[src/rtl/alu_sequencer.sv]
// ---------------------------------------------------------------------------
// alu_sequencer
//
// Control-unit sequencer for a simple register/ALU datapath. It fetches an
// instruction (T0..T2), decodes the opcode held in the IR, and drives the
// datapath strobes for the execute steps (T3..T6). Every output except
// o_pc_in is a registered Moore output of the current state.
//
// Optional feature macro: ALU_SEQ_MULDIV_EN
//   defined   -> mul/div opcodes execute over T3..T6 (lo_in, hi_in, z_high_out)
//   undefined -> mul/div opcodes are illegal; hi_in/lo_in/z_high_out tied 0
//
// Ports
//   i_clk                  system clock, rising edge
//   i_reset                synchronous active-high reset
//   i_run                  level: fetch/execute back to back while high
//   i_mem_rdy              memory read data valid this cycle
//   i_ir[31:0]             IR contents: op[31:27] Ra[26:23] Rb[22:19] Rc[18:15]
//   o_pc_out .. o_lo_in    datapath strobes (active high)
//   o_gpr_in[15:0]         one-hot register write select
//   o_gpr_out[15:0]        one-hot register read select
//   o_alu_op[3:0]          ALU op: And0 Or1 Add2 Sub3 Shr4 Shl5 Ror6 Rol7
//                          Mul8 Div9 Neg10 Not11
//   o_done                 pulse in the last execute state
//   o_illegal              sticky, set on an unsupported opcode
//   o_state[3:0]           state encoding for debug
// ---------------------------------------------------------------------------
module alu_sequencer (
    input  logic        i_clk,
    input  logic        i_reset,
    input  logic        i_run,
    input  logic        i_mem_rdy,
    input  logic [31:0] i_ir,
    output logic        o_pc_out,
    output logic        o_pc_in,
    output logic        o_inc_pc,
    output logic        o_mar_in,
    output logic        o_read,
    output logic        o_mdr_in,
    output logic        o_mdr_out,
    output logic        o_ir_in,
    output logic        o_y_in,
    output logic        o_z_in,
    output logic        o_z_low_out,
    output logic        o_z_high_out,
    output logic        o_hi_in,
    output logic        o_lo_in,
    output logic [15:0] o_gpr_in,
    output logic [15:0] o_gpr_out,
    output logic [3:0]  o_alu_op,
    output logic        o_done,
    output logic        o_illegal,
    output logic [3:0]  o_state
);

    typedef enum logic [3:0] {
        S_IDLE = 4'd0, S_T0 = 4'd1, S_T1 = 4'd2, S_T2 = 4'd3, S_T3 = 4'd4,
        S_T4 = 4'd5, S_T5 = 4'd6, S_T6 = 4'd7, S_HALT = 4'd8
    } state_t;

    // Instruction classes
    localparam logic [2:0] CLS_BIN  = 3'd0;
    localparam logic [2:0] CLS_UN   = 3'd1;
`ifdef ALU_SEQ_MULDIV_EN
    localparam logic [2:0] CLS_MD   = 3'd2;
`endif
    localparam logic [2:0] CLS_HALT = 3'd3;

    localparam logic [3:0] ALU_ADD = 4'd2;

    function automatic logic [2:0] f_cls(input logic [4:0] op);
        case (op)
            5'b00011, 5'b00100, 5'b00101, 5'b00110,
            5'b00111, 5'b01000, 5'b01001, 5'b01010: f_cls = CLS_BIN;
`ifdef ALU_SEQ_MULDIV_EN
            5'b01110, 5'b01111:                     f_cls = CLS_MD;
`endif
            5'b10000, 5'b10001:                     f_cls = CLS_UN;
            5'b11011:                               f_cls = CLS_HALT;
            default:                                f_cls = 3'd4; // illegal
        endcase
    endfunction

    function automatic logic [3:0] f_alu(input logic [4:0] op);
        case (op)
            5'b00011: f_alu = 4'd2;
            5'b00100: f_alu = 4'd3;
            5'b00101: f_alu = 4'd4;
            5'b00110: f_alu = 4'd5;
            5'b00111: f_alu = 4'd6;
            5'b01000: f_alu = 4'd7;
            5'b01001: f_alu = 4'd0;
            5'b01010: f_alu = 4'd1;
            5'b01110: f_alu = 4'd8;
            5'b01111: f_alu = 4'd9;
            5'b10000: f_alu = 4'd10;
            5'b10001: f_alu = 4'd11;
            default:  f_alu = 4'd0;
        endcase
    endfunction

    function automatic logic [15:0] f_onehot(input logic [3:0] idx);
        f_onehot = 16'd1 << idx;
    endfunction

    state_t      r_state;
    logic [16:0] r_ir;          // ir[31:15] captured on entry to T3
    logic        r_pc_out, r_inc_pc, r_mar_in, r_read, r_mdr_in;
    logic        r_mdr_out, r_ir_in, r_y_in, r_z_in, r_z_low_out;
    logic [15:0] r_gpr_in, r_gpr_out;
    logic [3:0]  r_alu_op;
    logic        r_done, r_illegal;
`ifdef ALU_SEQ_MULDIV_EN
    logic        r_z_high_out, r_hi_in, r_lo_in;
`endif

    logic [2:0]  w_cls;
    logic [14:0] w_unused_ir_lsbs;

    assign w_cls            = f_cls(r_ir[16:12]);
    assign w_unused_ir_lsbs = i_ir[14:0];

    // Single FSM block: each branch sets the next state together with the
    // strobes that belong to that next state, so outputs line up with
    // r_state. Strobes default to 0 every cycle.
    always_ff @(posedge i_clk) begin
        if (i_reset) begin
            r_state     <= S_IDLE;
            r_ir        <= '0;
            r_pc_out    <= 1'b0;
            r_inc_pc    <= 1'b0;
            r_mar_in    <= 1'b0;
            r_read      <= 1'b0;
            r_mdr_in    <= 1'b0;
            r_mdr_out   <= 1'b0;
            r_ir_in     <= 1'b0;
            r_y_in      <= 1'b0;
            r_z_in      <= 1'b0;
            r_z_low_out <= 1'b0;
            r_gpr_in    <= '0;
            r_gpr_out   <= '0;
            r_alu_op    <= '0;
            r_done      <= 1'b0;
            r_illegal   <= 1'b0;
`ifdef ALU_SEQ_MULDIV_EN
            r_z_high_out <= 1'b0;
            r_hi_in      <= 1'b0;
            r_lo_in      <= 1'b0;
`endif
        end else begin
            r_pc_out    <= 1'b0;
            r_inc_pc    <= 1'b0;
            r_mar_in    <= 1'b0;
            r_read      <= 1'b0;
            r_mdr_in    <= 1'b0;
            r_mdr_out   <= 1'b0;
            r_ir_in     <= 1'b0;
            r_y_in      <= 1'b0;
            r_z_in      <= 1'b0;
            r_z_low_out <= 1'b0;
            r_gpr_in    <= '0;
            r_gpr_out   <= '0;
            r_alu_op    <= '0;
            r_done      <= 1'b0;
`ifdef ALU_SEQ_MULDIV_EN
            r_z_high_out <= 1'b0;
            r_hi_in      <= 1'b0;
            r_lo_in      <= 1'b0;
`endif
            // r_done marks the last execute state of any instruction, so
            // it doubles as the "instruction finished" condition.
            if (r_done || r_state == S_IDLE) begin
                if (i_run) begin
                    r_state  <= S_T0;
                    r_pc_out <= 1'b1;
                    r_mar_in <= 1'b1;
                    r_inc_pc <= 1'b1;
                    r_z_in   <= 1'b1;
                    r_alu_op <= ALU_ADD;
                end else begin
                    r_state <= S_IDLE;
                end
            end else begin
                case (r_state)
                    S_T0: begin
                        r_state     <= S_T1;
                        r_z_low_out <= 1'b1;
                        r_read      <= 1'b1;
                        r_mdr_in    <= 1'b1;
                    end
                    S_T1: begin
                        if (i_mem_rdy) begin
                            r_state   <= S_T2;
                            r_mdr_out <= 1'b1;
                            r_ir_in   <= 1'b1;
                        end else begin
                            r_state     <= S_T1;
                            r_z_low_out <= 1'b1;
                            r_read      <= 1'b1;
                            r_mdr_in    <= 1'b1;
                        end
                    end
                    S_T2: begin
                        // The T3 strobes depend on the instruction, so the
                        // IR is expected to present the fetched word here.
                        r_state <= S_T3;
                        r_ir    <= i_ir[31:15];
                        case (f_cls(i_ir[31:27]))
                            CLS_BIN: begin
                                r_gpr_out <= f_onehot(i_ir[22:19]);
                                r_y_in    <= 1'b1;
                            end
`ifdef ALU_SEQ_MULDIV_EN
                            CLS_MD: begin
                                r_gpr_out <= f_onehot(i_ir[26:23]);
                                r_y_in    <= 1'b1;
                            end
`endif
                            CLS_UN: begin
                                r_gpr_out <= f_onehot(i_ir[22:19]);
                                r_alu_op  <= f_alu(i_ir[31:27]);
                                r_z_in    <= 1'b1;
                            end
                            default: ; // halt / illegal: no strobes in T3
                        endcase
                    end
                    S_T3: begin
                        case (w_cls)
                            CLS_BIN: begin
                                r_state   <= S_T4;
                                r_gpr_out <= f_onehot(r_ir[3:0]);
                                r_alu_op  <= f_alu(r_ir[16:12]);
                                r_z_in    <= 1'b1;
                            end
`ifdef ALU_SEQ_MULDIV_EN
                            CLS_MD: begin
                                r_state   <= S_T4;
                                r_gpr_out <= f_onehot(r_ir[7:4]);
                                r_alu_op  <= f_alu(r_ir[16:12]);
                                r_z_in    <= 1'b1;
                            end
`endif
                            CLS_UN: begin
                                r_state     <= S_T4;
                                r_z_low_out <= 1'b1;
                                r_gpr_in    <= f_onehot(r_ir[11:8]);
                                r_done      <= 1'b1;
                            end
                            CLS_HALT: r_state <= S_HALT;
                            default: begin
                                r_state   <= S_HALT;
                                r_illegal <= 1'b1;
                            end
                        endcase
                    end
                    S_T4: begin
                        // Unary ops finish in T4 and are handled by r_done.
`ifdef ALU_SEQ_MULDIV_EN
                        if (w_cls == CLS_MD) begin
                            r_state     <= S_T5;
                            r_z_low_out <= 1'b1;
                            r_lo_in     <= 1'b1;
                        end else
`endif
                        begin
                            r_state     <= S_T5;
                            r_z_low_out <= 1'b1;
                            r_gpr_in    <= f_onehot(r_ir[11:8]);
                            r_done      <= 1'b1;
                        end
                    end
`ifdef ALU_SEQ_MULDIV_EN
                    S_T5: begin
                        r_state      <= S_T6;
                        r_z_high_out <= 1'b1;
                        r_hi_in      <= 1'b1;
                        r_done       <= 1'b1;
                    end
`endif
                    S_HALT:  r_state <= S_HALT;
                    default: r_state <= S_IDLE;
                endcase
            end
        end
    end

    // PC load must happen exactly once, in the T1 cycle whose read completes,
    // so it is qualified by the live mem_rdy rather than registered.
    assign o_pc_in      = (r_state == S_T1) && i_mem_rdy;

    assign o_pc_out     = r_pc_out;
    assign o_inc_pc     = r_inc_pc;
    assign o_mar_in     = r_mar_in;
    assign o_read       = r_read;
    assign o_mdr_in     = r_mdr_in;
    assign o_mdr_out    = r_mdr_out;
    assign o_ir_in      = r_ir_in;
    assign o_y_in       = r_y_in;
    assign o_z_in       = r_z_in;
    assign o_z_low_out  = r_z_low_out;
`ifdef ALU_SEQ_MULDIV_EN
    assign o_z_high_out = r_z_high_out;
    assign o_hi_in      = r_hi_in;
    assign o_lo_in      = r_lo_in;
`else
    assign o_z_high_out = 1'b0;
    assign o_hi_in      = 1'b0;
    assign o_lo_in      = 1'b0;
`endif
    assign o_gpr_in     = r_gpr_in;
    assign o_gpr_out    = r_gpr_out;
    assign o_alu_op     = r_alu_op;
    assign o_done       = r_done;
    assign o_illegal    = r_illegal;
    assign o_state      = r_state;

endmodule

[config.mk]
export PLATFORM = sky130hd
export DESIGN_NAME = alu_sequencer
export DESIGN_NICKNAME = d
export VERILOG_FILES = /design/src/rtl/alu_sequencer.sv
export SDC_FILE = /design/constraint.sdc
export NUM_CORES = 1
export LEC_CHECK = 0
export ABC_AREA = 1
export BUFFER_PORTS_ARGS = -buffer_cell sky130_fd_sc_hd__buf_2
export CORE_UTILIZATION = 50
export DETAILED_ROUTE_END_ITERATION = 10
export PLACE_DENSITY_LB_ADDON = 0.1
export SYNTH_ARGS = -nofsm -noshare
export SYNTH_HDL_FRONTEND = slang
export SYNTH_SLANG_ARGS = --single-unit
[constraint.sdc]
create_clock -name i_clk -period 2.35 [get_ports i_clk]
set_input_delay 0.3525 -clock i_clk [delete_from_list [all_inputs] [get_ports i_clk]]
set_output_delay 0.3525 -clock i_clk [all_outputs]
set_load 0.01 [all_outputs]
# ---- Word level (Yosys, flattened, before mapping)
# Memory sizes are Yosys's and may differ from the RTL's. A register that Yosys moved wholly into a read port is not among the register bits.
# Index checks and enable logic that the tools add are counted.
# W data, S select, Z words.
dict set report op_classes {
  n_addsub 0
  eq_ne 9
  mux 34
  reduce_logical 15
  n_div 0
  n_lt_le_gt_ge 0
  n_mul 0
  n_bitwise 4
  shifts 3
}
# operator count
set op_table {}
lappend op_table {{$pmux W16 S2} 2}
lappend op_table {{$mux W16} 3}
lappend op_table {{$shl A1 B4 Y16 const A} 3}
lappend op_table {{$pmux W4 S6} 1}
lappend op_table {{$mux W4} 5}
lappend op_table {{$mux W5} 4}
lappend op_table {{$mux W1} 10}
lappend op_table {{$reduce_or A2 Y1} 5}
lappend op_table {{$mux W3} 3}
lappend op_table {{$reduce_or A3 Y1} 3}
lappend op_table {{$eq A4 B2 Y1 const B} 2}
lappend op_table {{$eq A4 B3 Y1 const B} 2}
lappend op_table {{$pmux W4 S2} 1}
lappend op_table {{$eq A3 B1 Y1 const B} 2}
lappend op_table {{$logic_not A3 Y1} 2}
lappend op_table {{$pmux W1 S2} 3}
lappend op_table {{$eq A4 B1 Y1 const B} 1}
lappend op_table {{$eq A4 B4 Y1 const B} 1}
lappend op_table {{$logic_not A4 Y1} 1}
lappend op_table {{$not A1 Y1} 4}
lappend op_table {{$eq A3 B2 Y1 const B} 1}
lappend op_table {{$pmux W1 S3} 1}
lappend op_table {{$reduce_and A3 Y1} 1}
lappend op_table {{$mux W2} 1}
lappend op_table {{other kinds (3)} 3}
dict set report totals {
  latch_bits 0
  reg_bits 65
  in_bits 36
  memories 4
  wordCells 82
  mem_bits_ro 448
  ram_bits 0
  out_inout_bits 56
}
# name depth width rd rd_clocked_by_memory_dff wr line
set memory_table {}
lappend memory_table {{(name not given)} 32 4 1 0 0 85} ;# case (op)
lappend memory_table {{(name not given)} 32 4 1 1 0 85}
lappend memory_table {{(name not given)} 32 3 1 0 0 72} ;# case (op)
lappend memory_table {{(name not given)} 32 3 1 1 0 72}

# ---- Logic depth before layout (Yosys ltp)
# Gate-level depths: netlist of the first run.
dict set report depth {
  ltp_word 8
  ltp_mapped 14
  ltp_nobuf 14
}

# ---- Least setup slack after synthesis of the first run
# No wires, ideal clock.
dict set report synth_timing {
  path_kind {register to register}
  from {register r_state[0], in the netlist o_state[0]}
  to {register with a tool-made name}
  arrival_ps 1722
  required_ps 2236
  stages_incl_launch_ff 14
  setup_time_ps 114
  period_less_slack_ps 1835
  path_buffers 0
  path_slack_ps 515
  path_cell_list {dfxtp_1 > nand2_1 > inv_2 > nand2_4 > nor2_4 > o21ai_0 > nor2_1 > ha_1 > inv_1 > nand3_1 > nand3_1 > nand2_1 > nand2_1 > nand2_1}
}
# item line
set synth_rtl {}
lappend synth_rtl {{from (decl)} 106} ;# state_t r_state;
lappend synth_rtl {{from (signal assigned)} 128} ;# r_state <= S_IDLE;
lappend synth_rtl {{from (signal assigned)} 174} ;# r_state <= S_T0;
lappend synth_rtl {{from (signal assigned)} 181} ;# r_state <= S_IDLE;

==> results of run 1 <==
==> metal layers <==
layer / routed length, µm / vias up / track usage [%]
li1: - / 1336 / -
met1: 2957 / 1155 / 28.83
met2: 2746 / 90 / 35.04
met3: 374 / 6 / 5.412
met4: 52 / 0 / 10.19
met5: 0 / - / 0
==> synth_stat cells <==
cell      instances
a21oi_1          33
a21oi_2           1
a31oi_1           1
and3_1            1
buf_2             2
buf_4             7
buf_6             2
clkbuf_1          1
conb_1            1
dfxtp_1          68
ha_1              7
inv_1            43
inv_2             6
nand2_1          55
nand2_2           5
nand2_4           1
nand3_1          42
nand3_2           2
nand3_4           2
nand4_1           4
nor2_1           37
nor2_2            1
nor2_4            4
nor3_1           16
nor4_2            1
o211ai_1          1
o21ai_0          14
o21ai_1           3
o21ai_4           1
o21bai_1          1
o31ai_1           1
or2_1             1
or2_2             1
==> final cells by class <==
cell class | count | share of cell area [%]
sequential | 68 | 39.09
clock inverter | 7 | 2.839
clock buffer | 9 | 3.557
timing repair buffer | 75 | 10.92
tap | 72 | 2.587
multi-input combinational | 239 | 35.72
inverter | 49 | 5.282
==> worst max-delay path, delay by kind of cell, from the launching register on <==
kind,cells,cell delay (ps)
adders and majority gates,1,290
DFF,1,350
and+or+nand+nor,9,1120
buffers and inverters,1,60
AOI/OAI and AO/OA,1,120
==> through the flow <==
step / setup slack [ps] / utilization [%] / hold WS (ps)
after floorplan: 514.6 / - / 421.6
after global placement: 367.1 / 59.19 / 439.5
after detailed placement: 325.6 / 59.19 / 444.7
after CTS: 315.6 / 63.24 / 258.8
after global routing: 140.4 / 63.24 / 277.3
final: 325.1 / 63.24 / 265.8
==> cell families (layout without fill, tap and decap cells) <==
| group | Yosys count | count (layout) | share of synthesized area, % |
|---|---|---|---|
| and+or+nand+nor | 173 | 173 | 29.29 |
| other | 1 | 3 | 0.1307 |
| AOI/OAI and AO/OA | 56 | 56 | 10.59 |
| buffers and inverters | 61 | 140 | 9.503 |
| adders and majority gates | 7 | 7 | 3.051 |
| DFF | 68 | 68 | 47.43 |
==> state kept, by name, indices dropped and copies added, names as in the netlist, named ones only <==
signal       cells
w_cls            3
o_y_in           1
o_ir_in          1
o_mar_in         1
o_mdr_in         1
o_done           1
r_ir            13
o_gpr_out       16
o_gpr_in        16
o_state          4
o_z_in           1
o_illegal        1
o_alu_op         4
o_z_low_out      1
==> report_power, final <==
group	total, mW	leakage [nW]	switching, mW	internal (mW)
clock network	1.07	0.110	0.466	0.604
registers	1.16	0.549	0.00421	1.16
logic	0.103	0.976	0.0677	0.0350
total	2.34	1.64	0.538	1.80
==> worst paths after layout <==
kind         depth (start not counted)                   start                endpoint
max                                 12   o_state[3]$_SDFF_PP0_               flip-flop
min                                  2                 i_reset   o_state[0]$_SDFF_PP0_
min reg2reg                          2  o_illegal$_SDFFE_PP0P_  o_illegal$_SDFFE_PP0P_
max reg2reg                         12   o_state[3]$_SDFF_PP0_               flip-flop
==> results.cfg, run 1 <==
[clocking]
clockBufferDepth = 2
clk_pin_slew_ps = 80
cts_tree = built
clkLatencyLatePin_ps = 340
cts_buffers = 9
clk_root_buffer_cell = clkbuf_8
cts.repair.resized = 0
ctsHoldBuffers = 0
htree_levels = 3
cts_sinks = 68
post_cts_buffers = 0

[final_layout]
fin_nets = 485
filler_cell_count = 500
diodes = 0
fin_area_um2 = 3482
multi_input_area_um2 = 1244
layout_commonest_cell = buf_2
seq_area_um2 = 1361
drive_gt1_share_pct = 25.95
final_cells = 519
syn_to_final_growth_pct = 21.32
layout_common_cells = buf_2, dfxtp_1, nand2_1

[global_route]
antenna_found_initial = 0
grt_max_degree = 20
grt_overflow = 0
grt_pass1_vias = 2341
grt_pass1_wl_um = 10460
grtUsageTotal_pct = 22.31

[floorplan]
die-area_um2 = 6047
core_um2 = 5507
initial_core_util_pct = 52.12
die_w_um = 77.77
io_pins = 92
chipHeight_um = 77.77
rows = 27

[yosys]
seq_area_frac_synth_pct = 47.43
synth.largest_area_cell = dfxtp_1
synth.area.top_cells = dfxtp_1, nand3_1, nand2_1
synth_top_area_share_pct = 47.43
yosysUniqueCellTypes = 33
synth.cell_area_um2 = 2870
synth_seq_cells = 68
synth.avg_cell_area_um2 = 7.842
syn_inst = 366
yosys_warnings = 0

[timing]
post-route-min-period_ps = 2025
period_share_pct = 86.17
finalHoldViolCount = 0
finClkSkew_ps = 6.342
setup_tns_ps = 0
rsz0062_at_grt = no
setup_viol = 0
worst_pin_slew_ps = 604.3
maxSlewViolCount = 0
slew-limit-headroom_pct = 59.57
max_freq_mhz = 493.8

[setup_path]
max_stage_delay_ps = 350
crit_type = reg2reg
r2r_slack_ps = 330
endpoint_kind = flip-flop
critPathLaunchType = flip-flop
path_common_cell = nand2_1
crit_required_ps = 2590
cp_slowest_cell = dfxtp_1
path_cells = nor2_4 > nand2_4 > nor2_4 > o21ai_0 > nor2_1 > ha_1 > inv_1 > nand3_1 > nand3_1 > nand2_1 > nand2_1 > nand2_1
cp_data_arrival_time_ps = 2270
path_max_fanout = 7

[placement]
hpwl_um = 4436
gp_congestion = 0.8270
placed_area_um2 = 3259
dpl.cell_count = 503
port_buffers = 73

[drt]
via_count = 2587
first_iter_violations = 114
vias_per_cell = 4.985
ant_nets = 0
first_pass_iters = 4
drc = 0
finalWirelength_um = 6130
wl_per_cell_um = 11.81

[power_and_ir_drop]
peakVddDrop_mv = 0.4646
finalPower_mw = 2.335
power_per_cell_area_nw_per_um2 = 670.7
leakagePower_nw = 1.635

[flow_run]
cap_violations = 0

[outcome]
status = completed

[min_path]
hp-class = in2reg
No activity file was read; power rests on OpenSTA's default activity.
==> run 2, diff against run 1 <==
Settings changed: PLACE_DENSITY set to 0.88, PLACE_DENSITY_LB_ADDON 0.1 to unset.
==> run 2 against run 1 <==
Compared with the run above: clock power increased by 10%; sequential power about the same; hold slack gained 5.7 ps; final area grew 0.68%; first-iteration DRC count increased by 79%; cell count is the same; largest cell class unchanged.
==> results.cfg, run 2 (same netlist as run 1, synthesis figures left out) <==
[final_layout]
syn_to_final_growth_pct = 22.14
layout_commonest_cell = buf_2
diodes = 0
layout_common_cells = buf_2, dfxtp_1, nand2_1
fin_nets = 485
drive_gt1_share_pct = 25.95
post-route-util_pct = 63.67

[setup_path]
reg2reg_depth = 12
r2r-start = o_state[3]$_SDFF_PP0_
crit_type = reg2reg
cp_data_arrival_time_ps = 2280
crit_required_ps = 2600
crit_start = o_state[3]$_SDFF_PP0_
r2r_slack_ps = 320
path_max_fanout = 7
endpoint_kind = flip-flop
critPathLaunchType = flip-flop

[timing]
finalHoldViolCount = 0
max_freq_mhz = 492.6
period_share_pct = 86.39
rsz0062_at_grt = no
holdWs_ps = 271.5
setup_viol = 0
layout_setup_ws_ps = 319.8
setup_tns_ps = 0
maxSlewViolCount = 0
worst_pin_slew_ps = 553.5
finClkSkew_ps = 11.48
slew-limit-headroom_pct = 62.96
post-route-min-period_ps = 2030

[clocking]
clkLatencyLatePin_ps = 340
cts_buffers = 9
clk_pin_slew_ps = 80
cts_sinks = 68
cts_tree = built
clk_root_buffer_cell = clkbuf_8
post_cts_buffers = 0
htree_levels = 3
clockBufferDepth = 2
ctsHoldBuffers = 0
cts.repair.resized = 0

[drt]
ant_nets = 0
first_pass_iters = 6
first_iter_violations = 204
drc = 0
wl_per_cell_um = 12.26
via_count = 2684
vias_per_cell = 5.171
finalWirelength_um = 6364

[power_and_ir_drop]
switching_share_pct = 21.99
leakagePower_nw = 1.641
seqPwrFrac_pct = 47.6
power_frac_clock_pct = 48.1
power_per_cell_area_nw_per_um2 = 696.8
share_comb_of_total_power_pct = 4.3
peakVddDrop_mv = 0.4741
power_switching_uw = 537.3
power.internal_mw = 1.906

[floorplan]
die-area_um2 = 6047
rows = 27
die_w_um = 77.77
core_um2 = 5507
chipHeight_um = 77.77
initial_core_util_pct = 52.12
io_pins = 92

[global_route]
grtUsageTotal_pct = 22.75
grt_max_degree = 20
antenna_found_initial = 0
grt_pass1_vias = 2430
grt_pass1_wl_um = 10680
grt_overflow = 0

[placement]
port_buffers = 73
place_ws_ps = 340.9
gp_congestion = 0.8966
hpwl_um = 4630

[flow_run]
cap_violations = 0

[min_path]
hp-class = in2reg

[outcome]
status = completed
-- run 2: through the flow --
step / instances / power (mW) / area (µm²)
after floorplan: 368 / 1.255 / 2878
after global placement: 503 / 1.289 / 3259
after detailed placement: 503 / 1.293 / 3259
after CTS: 519 / 2.458 / 3506
after global routing: 519 / 2.519 / 3506
final: 519 / 2.443 / 3506
-- run 2: area by class of cell --
class / instances / area (µm²)
fillers: 470 / 2001
flip-flops and latches: 68 / 1361
multi-input cells: 239 / 1244
repair buffers: 75 / 380.4
inverters: 49 / 183.9
clock buffers: 9 / 123.9
clock inverters: 7 / 122.6
well taps: 72 / 90.09
-- run 2: critical path, cell delays in order (launching register included) --
cell and delay, ps:
dfxtp_1 360, nor2_4 250, nand2_4 120, nor2_4 140
o21ai_0 110, nor2_1 270, ha_1 300, inv_1 60
nand3_1 70, nand3_1 80, nand2_1 60, nand2_1 60
nand2_1 50
-- run 2: how the worst min path moves through the flow --
stage / cells after the start / to / start
after floorplan: 1 / o_state[0]$_SDFF_PP0_ / i_reset
after global placement: 2 / o_alu_op[0]$_SDFF_PP0_ / flip-flop
after detailed placement: 2 / o_alu_op[3]$_SDFF_PP0_ / flip-flop
after CTS: 2 / o_state[0]$_SDFF_PP0_ / i_reset
after global routing: 2 / o_state[0]$_SDFF_PP0_ / i_reset
final: 2 / o_state[0]$_SDFF_PP0_ / i_reset
-- run 2: layer usage --
| layer | wire length, µm | track usage, % | part of all wire, % |
|---|---|---|---|
| met1 | 2613 | 26.88 | 41 |
| met2 | 3141 | 37.70 | 49 |
| met3 | 408 | 4.588 | 6.4 |
| met4 | 199 | 14.15 | 3.1 |
| met5 | 0 | 0 | 0 |
-- run 2: power by group through the flow --
stage | Clock, mW | Combinational, mW | Sequential (mW)
6_report | 1.18 | 0.104 | 1.16
3_3_place_gp | 0 | 0.0989 | 1.19
2_1_floorplan | 0 | 0.0622 | 1.19
4_1_cts | 1.19 | 0.104 | 1.16
5_1_grt | 1.24 | 0.117 | 1.16
3_5_place_dp | 0 | 0.103 | 1.19
